$ cat src/rtl/pipe_field_pkg.sv
// Shared constants and types for the FlappyBox obstacle field.
package pipe_field_pkg;

  // game_state encodings from the top-level controller; 2'b00 behaves as idle
  localparam logic [1:0] GsIdle = 2'b01;
  localparam logic [1:0] GsPlay = 2'b10;
  localparam logic [1:0] GsOver = 2'b11;

  // Screen and player sprite geometry
  localparam int unsigned MaxX    = 640;
  localparam int unsigned MaxY    = 480;
  localparam int unsigned TW      = 20;
  localparam int unsigned TH      = 24;
  localparam int unsigned PlayerX = 90;

  // Pipe start-of-game and wrap values
  localparam logic [10:0] RInit0   = 11'd799;
  localparam logic [10:0] RInit1   = 11'd1199;
  localparam logic [10:0] RWrap    = 11'd799;
  localparam logic [8:0]  GapInit0 = 9'd160;
  localparam logic [8:0]  GapInit1 = 9'd200;
  localparam logic [8:0]  GapBase  = 9'd64;
  localparam logic [7:0]  LfsrSeed = 8'hA5;

  typedef enum logic [1:0] {
    StIdle,
    StRun,
    StHit
  } state_e;

  function automatic logic gs_is_idle(input logic [1:0] gs);
    return (gs == GsIdle) || (gs == 2'b00);
  endfunction

endpackage

$ cat src/rtl/pipe_field_if.sv
// Pixel-path and game-state bundle between the playfield logic and pipe_field.
interface pipe_field_if;
  logic        video_on;
  logic [9:0]  x;
  logic [9:0]  y;
  logic [1:0]  game_state;
  logic [9:0]  p_x;
  logic [9:0]  p_y;
  logic        pipe_on;
  logic [11:0] rgb_out;
  logic        collide;
  logic [7:0]  score;

  modport master (
    output video_on, x, y, game_state, p_x, p_y,
    input  pipe_on, rgb_out, collide, score
  );

  modport slave (
    input  video_on, x, y, game_state, p_x, p_y,
    output pipe_on, rgb_out, collide, score
  );
endinterface

$ cat src/rtl/gap_lfsr.sv
// 8-bit Fibonacci LFSR (taps 8,6,5,4) supplying new gap offsets.
module gap_lfsr
  import pipe_field_pkg::*;
(
  input  logic       clk,
  input  logic       reset,
  output logic [7:0] q
);

  logic [7:0] q_q;
  logic       fb;

  assign fb = q_q[7] ^ q_q[5] ^ q_q[4] ^ q_q[3];

  // Free-running shift; only reset re-seeds it
  always_ff @(posedge clk) begin
    if (reset) begin
      q_q <= LfsrSeed;
    end else begin
      q_q <= {q_q[6:0], fb};
    end
  end

  assign q = q_q;

endmodule

$ cat src/rtl/pipe_field.sv
// Two scrolling pipe columns: video overlay, collision and pass scoring.
module pipe_field
  import pipe_field_pkg::*;
#(
  parameter int unsigned MOVE_DIV = 400000,
  parameter int unsigned PIPE_W   = 40,
  parameter int unsigned GAP_H    = 120,
  parameter logic [11:0] PIPE_RGB = 12'h0A0
) (
  input  logic        clk,
  input  logic        reset,
  pipe_field_if.slave bus
);

  localparam int unsigned   CntW    = (MOVE_DIV > 1) ? $clog2(MOVE_DIV) : 1;
  localparam logic [CntW-1:0] CntLast = CntW'(MOVE_DIV - 1);

  state_e          state_q;
  logic [CntW-1:0] cnt_q;
  logic [10:0]     r_q   [2];
  logic [8:0]      gap_q [2];
  logic [7:0]      score_q;
  logic            collide_q;
  logic [7:0]      lfsr;

  logic        gs_idle;
  logic        gs_play;
  logic        tick;
  logic        floor_hit;
  logic        hit;
  logic        clear;
  logic [1:0]  x_ov;
  logic [1:0]  y_out;
  logic [1:0]  on;
  logic [1:0]  pass;
  logic [8:0]  score_sum;
  logic [7:0]  score_nx;
  logic [11:0] px_w;
  logic [11:0] py_w;
  logic [11:0] x_w;
  logic [11:0] y_w;

  gap_lfsr u_gap_lfsr (
    .clk   (clk),
    .reset (reset),
    .q     (lfsr)
  );

  assign gs_idle = gs_is_idle(bus.game_state);
  assign gs_play = (bus.game_state == GsPlay);
  assign px_w    = {2'b00, bus.p_x};
  assign py_w    = {2'b00, bus.p_y};
  assign x_w     = {2'b00, bus.x};
  assign y_w     = {2'b00, bus.y};

  for (genvar i = 0; i < 2; i++) begin : g_pipe
    logic [11:0] r_w;
    logic [11:0] gt_w;
    logic [11:0] gb_w;
    logic        vis;
    logic        in_col;
    logic        in_row;

    assign r_w  = {1'b0, r_q[i]};
    assign gt_w = {3'b000, gap_q[i]};
    assign gb_w = gt_w + 12'(GAP_H - 1);  // last open row

    assign x_ov[i]  = (px_w < r_w) && (r_w <= px_w + 12'(TW - 1 + PIPE_W));
    assign y_out[i] = (py_w < gt_w) || (py_w + 12'(TH - 1) > gb_w);

    // r - PIPE_W < MaxX rewritten to stay unsigned
    assign vis    = (r_q[i] != 11'd0) && (r_w < 12'(MaxX + PIPE_W));
    assign in_col = (x_w + 12'(PIPE_W) >= r_w) && (x_w < r_w);
    assign in_row = (y_w < gt_w) || (y_w > gb_w);
    assign on[i]  = vis && in_col && in_row;

    // Scores on the tick that moves this right edge onto the player's left edge
    assign pass[i] = (r_q[i] == ({1'b0, bus.p_x} + 11'd1));
  end

  assign tick      = (state_q == StRun) && gs_play && (cnt_q == CntLast);
  assign floor_hit = (py_w >= 12'(MaxY - TH));
  assign hit       = floor_hit || |(x_ov & y_out);
  assign clear     = (state_q == StIdle) || gs_idle;

  assign score_sum = {1'b0, score_q} + {8'd0, pass[0]} + {8'd0, pass[1]};
  assign score_nx  = score_sum[8] ? 8'hFF : score_sum[7:0];

  // Game FSM plus replicated pipe datapath; idle request outranks a hit
  always_ff @(posedge clk) begin
    if (reset || clear) begin
      if (reset) begin
        state_q <= StIdle;
      end else begin
        state_q <= ((state_q == StIdle) && gs_play) ? StRun : StIdle;
      end
      cnt_q     <= '0;
      r_q[0]    <= RInit0;
      r_q[1]    <= RInit1;
      gap_q[0]  <= GapInit0;
      gap_q[1]  <= GapInit1;
      score_q   <= 8'd0;
      collide_q <= 1'b0;
    end else begin
      unique case (state_q)
        StRun: begin
          if (hit) begin
            state_q   <= StHit;
            collide_q <= 1'b1;
          end else if (gs_play) begin
            cnt_q <= tick ? '0 : cnt_q + 1'b1;
            if (tick) begin
              for (int i = 0; i < 2; i++) begin
                if (r_q[i] == 11'd0) begin
                  r_q[i]   <= RWrap;
                  gap_q[i] <= GapBase + {1'b0, lfsr};
                end else begin
                  r_q[i] <= r_q[i] - 11'd1;
                end
              end
              score_q <= score_nx;
            end
          end
        end
        StHit: begin
          state_q <= StHit;
        end
        default: begin
          state_q <= StIdle;
        end
      endcase
    end
  end

  assign bus.pipe_on = bus.video_on && (state_q != StIdle) && |on;
  assign bus.rgb_out = PIPE_RGB;
  assign bus.collide = collide_q;
  assign bus.score   = score_q;

endmodule
$ cat src/flat_wrapper.sv
// flat-port wrapper written by rule: the top's interface ports become plain ports
module pipe_field_flat import pipe_field_pkg::*;
#(
  parameter int unsigned MOVE_DIV = 400000,
  parameter int unsigned PIPE_W   = 40,
  parameter int unsigned GAP_H    = 120,
  parameter logic [11:0] PIPE_RGB = 12'h0A0
)
  (clk, reset, bus_video_on, bus_x, bus_y, bus_game_state, bus_p_x, bus_p_y, bus_pipe_on, bus_rgb_out, bus_collide, bus_score);
  pipe_field_if bus_i ();
  input  logic clk;
  input  logic reset;
  input wire logic [$bits(bus_i.video_on)-1:0] bus_video_on;
  input wire logic [$bits(bus_i.x)-1:0] bus_x;
  input wire logic [$bits(bus_i.y)-1:0] bus_y;
  input wire logic [$bits(bus_i.game_state)-1:0] bus_game_state;
  input wire logic [$bits(bus_i.p_x)-1:0] bus_p_x;
  input wire logic [$bits(bus_i.p_y)-1:0] bus_p_y;
  output wire logic [$bits(bus_i.pipe_on)-1:0] bus_pipe_on;
  output wire logic [$bits(bus_i.rgb_out)-1:0] bus_rgb_out;
  output wire logic [$bits(bus_i.collide)-1:0] bus_collide;
  output wire logic [$bits(bus_i.score)-1:0] bus_score;
  assign bus_i.video_on = bus_video_on;
  assign bus_i.x = bus_x;
  assign bus_i.y = bus_y;
  assign bus_i.game_state = bus_game_state;
  assign bus_i.p_x = bus_p_x;
  assign bus_i.p_y = bus_p_y;
  assign bus_pipe_on = bus_i.pipe_on;
  assign bus_rgb_out = bus_i.rgb_out;
  assign bus_collide = bus_i.collide;
  assign bus_score = bus_i.score;
  pipe_field #(.MOVE_DIV(MOVE_DIV), .PIPE_W(PIPE_W), .GAP_H(GAP_H), .PIPE_RGB(PIPE_RGB)) u_core (.clk(clk), .reset(reset), .bus(bus_i));
endmodule
$ cat config.mk
export PLATFORM = sky130hd
export DESIGN_NAME = pipe_field_flat
export DESIGN_NICKNAME = d
export VERILOG_FILES = /design/src/rtl/pipe_field_pkg.sv /design/src/rtl/pipe_field_if.sv /design/src/rtl/gap_lfsr.sv /design/src/rtl/pipe_field.sv /design/src/flat_wrapper.sv
export SDC_FILE = /design/constraint.sdc
export NUM_CORES = 1
export LEC_CHECK = 0
export ABC_AREA = 1
export BUFFER_PORTS_ARGS = -buffer_cell sky130_fd_sc_hd__buf_2
export CELL_PAD_IN_SITES_DETAIL_PLACEMENT = 0
export CELL_PAD_IN_SITES_GLOBAL_PLACEMENT = 2
export CORE_MARGIN = 2
export CORE_UTILIZATION = 39
export CTS_CLUSTER_DIAMETER = 30
export DETAILED_ROUTE_END_ITERATION = 16
export HOLD_SLACK_MARGIN = 0.15
export PLACE_DENSITY = 0.95
export SLEW_MARGIN = 20
export SYNTH_ARGS = -nofsm -noshare
export SYNTH_HDL_FRONTEND = slang
export SYNTH_SLANG_ARGS = --single-unit
$ cat constraint.sdc
create_clock -name clk -period 9.55 [get_ports clk]
set_clock_uncertainty 0.1 [all_clocks]
set_input_delay 0.955 -clock clk [delete_from_list [all_inputs] [get_ports clk]]
set_output_delay 0.955 -clock clk [all_outputs]
set_load 0.02 [all_outputs]
Word-level counts from Yosys, hierarchy flattened
Memories as Yosys holds them, arrays and structs flattened. Index checks and enable logic that the tools add are counted.

Bits in registers: 38. RAM bits: 40. Input bits: 45. Output and inout bits: 22. Logic and storage cells: 135. Memories: 2.

Add/subtract/negate cells: 12. Magnitude comparators: 19. Equal/unequal tests: 8. Multiplexer cells: 43. Bitwise operators: 11. Reduce and logical (&&, ||, !) cells: 35.

Memory list: u_core.r_q (words 2, bits a word 11, rd ports 2, clocked after Yosys merged registers in 0, wr ports 2, line pipe_field.sv:20) `logic [10:0] r_q [2];`; u_core.gap_q (words 2, bits a word 9, rd ports 2, clocked after Yosys merged registers in 0, wr ports 2, line pipe_field.sv:21) `logic [8:0] gap_q [2];`.

Operators with widths (count): 10-bit by 11-bit < comparator with 1-bit output (4); 11-bit two-way mux (4); 10-bit by 9-bit < comparator with 1-bit output (4); 1-bit two-way mux (31); 12-bit by 11-bit >= comparator with 1-bit output (2); 10-bit by 12-bit > comparator with 1-bit output (2); 12-bit > comparator (2); 11-bit by 12-bit <= comparator with 1-bit output (2); 10-bit by 6-bit adder with 11-bit output, second input constant (2); 11-bit equality test (2); 11-bit logical NOT (2); 11-bit by 10-bit < comparator with 1-bit output, second input constant (2); 11-bit nonzero test (2); 11-bit by 1-bit subtractor with 11-bit output, second input constant (2); 9-bit by 7-bit adder with 10-bit output, second input constant (2); 19-bit by 1-bit adder with 19-bit output, second input constant (1); 19-bit equality test, second input constant (1); 19-bit two-way mux (1); 9-bit two-way mux (2); 1-bit logical AND (15); 10-bit by 1-bit adder with 11-bit output, second input constant (1); 10-bit by 5-bit adder with 11-bit output, second input constant (1); 10-bit by 9-bit >= comparator with 1-bit output, second input constant (1); 7-bit by 8-bit adder with 9-bit output, first input constant (1); 19 further kinds (39).

Depth between registers and ports, before layout
An unclocked memory read counts as a cell.

Depth after elaboration: 13. Depth in mapped cells: 25. Mapped depth without buffers: 24.

Cells and area by module
From an unflattened synthesis, not the netlist that was laid out.

Cells, all modules: 1232. Area total of the unflattened synthesis: 8864.8 um2.

By module, submodules not included: pipe_field (times used 1, cells an instance 1195, area each 8589.5 um2, sequential area each 1821.7 um2); gap_lfsr (times used 1, cells an instance 37, area each 275.3 um2, sequential area each 160.2 um2).

Worst setup path after synthesis
OpenSTA, ideal clock, no wires.

Path kind: input to register. Start: in bus_p_y[0]. End: mem u_core.gap_q[0][0], enable pin. Library setup time: 0.387 ns. Arrival time: 3.877 ns. Data required time: 9.063 ns. Slack: 5.186 ns. Stages: 22. Buffers on the path: 0. Path through: inv_1 > ha_1 > a21oi_1 > nor2_1 > nor2_1 > xor2_1 > ha_1 > nand2_1 > nor2_1 > nor3_1 > nand2_1 > nand2_1 > nand2_1 > nand2_1 > nand3_1 > nand2_1 > inv_1 > nand2_1 > nand3_2 > nor2_4 > nand2_1 > o21ai_0.

RTL lines: start, declared (line flat_wrapper.sv:18) `input wire logic [$bits(bus_i.p_y)-1:0] bus_p_y;`; end, declared (line pipe_field.sv:21).

Worst setup path in the final report
Start: in bus_x[3]. End: out bus_pipe_on.

Longest elaborated chain between the ends: 7. Elaborated cells between the ends (all ways): 13. Those cells by class: add/sub: 1; order compare: 4; reduce/logical: 8.

Ends and longest elaborated chain: start, declared (line flat_wrapper.sv:14) `input wire logic [$bits(bus_i.x)-1:0] bus_x;`; 10-bit by 6-bit adder with 11-bit output (line pipe_field.sv:73) `assign in_col = (x_w + 12'(PIPE_W) >= r_w) && (x_w < r_w);`; 12-bit by 11-bit >= comparator with 1-bit output (line pipe_field.sv:73); 1-bit logical AND (line pipe_field.sv:73); 1-bit logical AND (2 in series) (line pipe_field.sv:75) `assign on[i] = vis && in_col && in_row;`; 2-bit OR reduction (*) (line pipe_field.sv:135) `assign bus.pipe_on = bus.video_on && (state_q != StIdle) && |on;`; 1-bit logical AND (*) (line pipe_field.sv:135); end, declared (line flat_wrapper.sv:19) `output wire logic [$bits(bus_i.pipe_on)-1:0] bus_pipe_on;`.

Every way passes the cells marked *; elsewhere a longest branch is shown, timed or not.

==> flow_metrics.tcl <==
set metrics [dict create \
    status "complete, no violations" \
    cp.arrival_ns 3.68 \
    worst_path_largest_cell_delay_ns 0.40 \
    worst_hold_path_type "flop to flop" \
    asyncSetResetFlopFracSynth_pct 0 \
    fin_nets 1452 \
    ports_placed_on_the_boundary 67 \
    cp_data_required_time_ns 8.50 \
    total_global_routing_track_utilization_pct 20.1 \
    unrepaired_setup_endpoints_after_global_routing "no" \
    clock_latency_reported_for_the_late_side_of_the_worst_skew_pair_ns 0.34 \
    p_leak_nw 4.53 \
    clk_pin_slew_worst_paths_ns 0.06 \
    critical_path.max_fanout 5 \
    final-setup-viol-count 0 \
    post_cts_resized 0 \
    finalHoldViolations 0 \
    die_width_um 154 \
    timing.max_cap.violations 0 \
    place_hpwl_um 19700 \
    critPathBufInv 3 \
    grt_pass1_vias 7642 \
    finalSetupTns_ns 0 \
    worstPathCellList "buf_2, ha_1, o21ai_0, xor2_1, inv_1, ha_1, nand2_1, nor2_1, a211oi_1, o21ai_0, a31oi_1, o21bai_1, nand3_1, nor2_1, o21ai_0, nor2_1, buf_2" \
    post-route-drc-count 0 \
    routed.top_layer "met4" \
    cts.hold.buffers_added 0 \
    reg2reg_slack_ns 5.36 \
    cts_tree "built" \
    ctsRootBufferMaster "sky130_fd_sc_hd__clkbuf_16" \
    netlist_instances 1186 \
    yosysWarnings 0 \
    cts_inserted_buffers 9 \
    timing.critical_path.slowest_stage_cell "sky130_fd_sc_hd__o21ai_0" \
    layout_min_cycle_time_ns 4.74 \
    met3_length_um 873 \
    antenna_violations_before_repair 0 \
    finalMaxSlewViolations 0 \
    p_per_area_nw_per_um2 91.3 \
    dieArea_um2 23800 \
    synthesis.area_per_instance_um2 7.42 \
    detail_route.iter0.violations 437 \
    syn2layout_area_growth_pct 9.24 \
    layout.cells.most_common_list "sky130_fd_sc_hd__nand2_1 (216), sky130_fd_sc_hd__ha_1 (166), sky130_fd_sc_hd__inv_1 (159)" \
    route.met2.wl_um 10600 \
    worst-setup-path-type "primary input to output pin" \
    std_cell_rows 54 \
    ys_ff_latch 78 \
    detail_route.wirelength.met1_um 11700 \
    core_area_um2 22000 \
    top_delay_family_on_crit_path "compound AO/OA/AOI/OAI gates" \
    gr-total-overflow 0 \
    layout.cells.most_common "sky130_fd_sc_hd__nand2_1" \
    route.antenna.remaining_nets 0 \
    post_drt_wl_per_cell_um 15.4 \
    finalWeightedCongestion 0.901 \
    maximum_number_of_pins_on_one_net_before_global_route_repair 27 \
    portBuffers 54 \
    startpoint_type "primary input" \
    antenna_cells 0 \
    critical_path.endpoint_type "output pin" \
    start_util_pct 40.0 \
    routed_wl_um 23500 \
    netlist-cell-type-count 51 \
    ys_dominant_reg_cell "sky130_fd_sc_hd__edfxtp_1" \
    timing_worst_slew_pin_value_ns 0.843 \
    fin_total_pwr_w 0.000878 \
    vdd.ir_drop.worst_mv 0.0825 \
    cts_setup_buffers 0 \
    final_layout_size_suffix_gt1_share_pct 8.43 \
    num-fill-cells 2337 \
    die_y_um 154 \
    syn-cell-area_um2 8810 \
    ys_seq_area_share_pct 22.5 \
    numClockSinks 78 \
    global_route_wire_length_before_repair_um 38600 \
    via_count 7945 \
    htree_num_levels 3 \
    layout_worst_path_cycle_share_pct 49.6 \
    relative_slew_margins_pct 43.5 \
    max_clock_freq_ghz 0.211 \
    max-clock-path-buffers 2 \
    drt_pre_antenna_iters 5 \
    synth_edf_count 42 \
    post_drt_via_cell_ratio 5.21 \
]
-- power breakdown --
part | switching (W) | internal [W]
sequential | 0.00000342 | 0.000355
clock | 0.000152 | 0.000182
combinational | 0.000117 | 0.0000694
-- worst register-to-register path, stage by stage (launching register included) --
cell                       delay, ns
sky130_fd_sc_hd__edfxtp_1       0.55
sky130_fd_sc_hd__inv_1          0.19
sky130_fd_sc_hd__ha_1           0.35
sky130_fd_sc_hd__nand3_1        0.08
sky130_fd_sc_hd__nor2_1         0.13
sky130_fd_sc_hd__o21ai_0        0.10
sky130_fd_sc_hd__a21oi_1        0.13
sky130_fd_sc_hd__o21ai_0        0.09
sky130_fd_sc_hd__nor4_1         0.23
sky130_fd_sc_hd__nand3b_1       0.11
sky130_fd_sc_hd__a211oi_1       0.45
sky130_fd_sc_hd__fa_1           0.32
sky130_fd_sc_hd__ha_1           0.21
sky130_fd_sc_hd__nand2_1        0.08
sky130_fd_sc_hd__nor2_1         0.14
sky130_fd_sc_hd__inv_1          0.06
sky130_fd_sc_hd__nor3_1         0.26
sky130_fd_sc_hd__inv_1          0.18
sky130_fd_sc_hd__nand3_1        0.11
sky130_fd_sc_hd__nand3_1        0.08
sky130_fd_sc_hd__a21oi_1        0.16
-- cells by family (layout without fill, tap and decap cells) --
group / after synthesis / after routing / share of synthesized area, %
AOI/OAI and AO/OA: 186 / 186 / 12.1
other: 2 / 12 / 0.0853
and+or+nand+nor: 490 / 490 / 25.3
buffers and inverters: 189 / 238 / 8.85
xor gates and xnor gates: 74 / 74 / 7.36
adders and majority gates: 167 / 167 / 23.8
DFF: 78 / 78 / 22.5
-- through the flow --
| step | utilization [%] | setup slack (ns) | std cells | cell area, um2 | hold WS, ns |
|---|---|---|---|---|---|
| 5_1_grt | 43.7 | 4.44 | 1525 | 9620 | 0.359 |
| 3_5_place_dp | 42.4 | 4.70 | 1509 | 9330 | 0.323 |
| 2_1_floorplan | - | 5.19 | 1196 | 8840 | 0.300 |
| 3_3_place_gp | 42.4 | 4.76 | 1509 | 9330 | 0.319 |
| 4_1_cts | 43.7 | 4.82 | 1525 | 9620 | 0.340 |
| 6_report | 43.7 | 4.81 | 1525 | 9620 | 0.339 |
-- final cells by class --
class	count	area [um2]	area share, %
inverter	164	616	6.40
multi-input combinational	929	6080	63.2
sequential	78	1980	20.6
clock buffer	9	225	2.34
timing repair buffer	58	300	3.12
tap	280	350	3.64
clock inverter	7	63.8	0.663
-- per-layer routing --
metal / track usage, % / vias up
met3: 2.21 / 22
li1: - / 4110
met1: 28.2 / 3669
met2: 33.4 / 144
met4: 4.63 / 0
met5: 0 / -
-- sequential cells by signal, indices dropped and copies added, names as in the netlist --
| name | count |
|---|---|
| u_core.cnt_q | 19 |
| u_core.r_q | 22 |
| u_core.state_q | 2 |
| u_core.gap_q | 18 |
| u_core.bus.score | 8 |
| u_core.u_gap_lfsr.q | 8 |
| u_core.bus.collide | 1 |
-- synth_stat cells, types with 5 or more instances --
cell type,n,area share [%]
sky130_fd_sc_hd__nand2_1,216,9.2
sky130_fd_sc_hd__ha_1,166,24
sky130_fd_sc_hd__inv_1,159,6.8
sky130_fd_sc_hd__nor2_1,106,4.5
sky130_fd_sc_hd__a21oi_1,98,5.6
sky130_fd_sc_hd__nand3_1,67,3.8
sky130_fd_sc_hd__xor2_1,62,6.2
sky130_fd_sc_hd__edfxtp_1,42,14
sky130_fd_sc_hd__o21ai_0,41,2.3
sky130_fd_sc_hd__dfxtp_1,36,8.2
sky130_fd_sc_hd__nor3_1,29,1.6
sky130_fd_sc_hd__nand4_1,28,2.0
sky130_fd_sc_hd__buf_4,12,1.0
sky130_fd_sc_hd__xnor2_1,12,1.2
sky130_fd_sc_hd__nor4_1,11,0.78
sky130_fd_sc_hd__a211oi_1,9,0.77
sky130_fd_sc_hd__o211ai_1,9,0.77
sky130_fd_sc_hd__clkbuf_1,7,0.30
sky130_fd_sc_hd__a21o_1,6,0.51
sky130_fd_sc_hd__or2_2,5,0.36
-- path summary, 6_finish.rpt --
path | endpoint | cells after the start | start
worst max-delay path | bus_pipe_on | 17 | bus_x[3]
worst min-delay path | u_core.u_gap_lfsr.q[2]$_SDFF_PP1_ | 2 | u_core.u_gap_lfsr.q[1]$_SDFF_PP0_
worst max register to register | u_core.bus.score[3]$_SDFFE_PP0P_ | 20 | u_core.r_q[1][0]$_SDFFCE_PN1P_
worst min register to register | u_core.u_gap_lfsr.q[2]$_SDFF_PP1_ | 2 | u_core.u_gap_lfsr.q[1]$_SDFF_PP0_
Note: power is estimated with default switching activity, not from simulation.
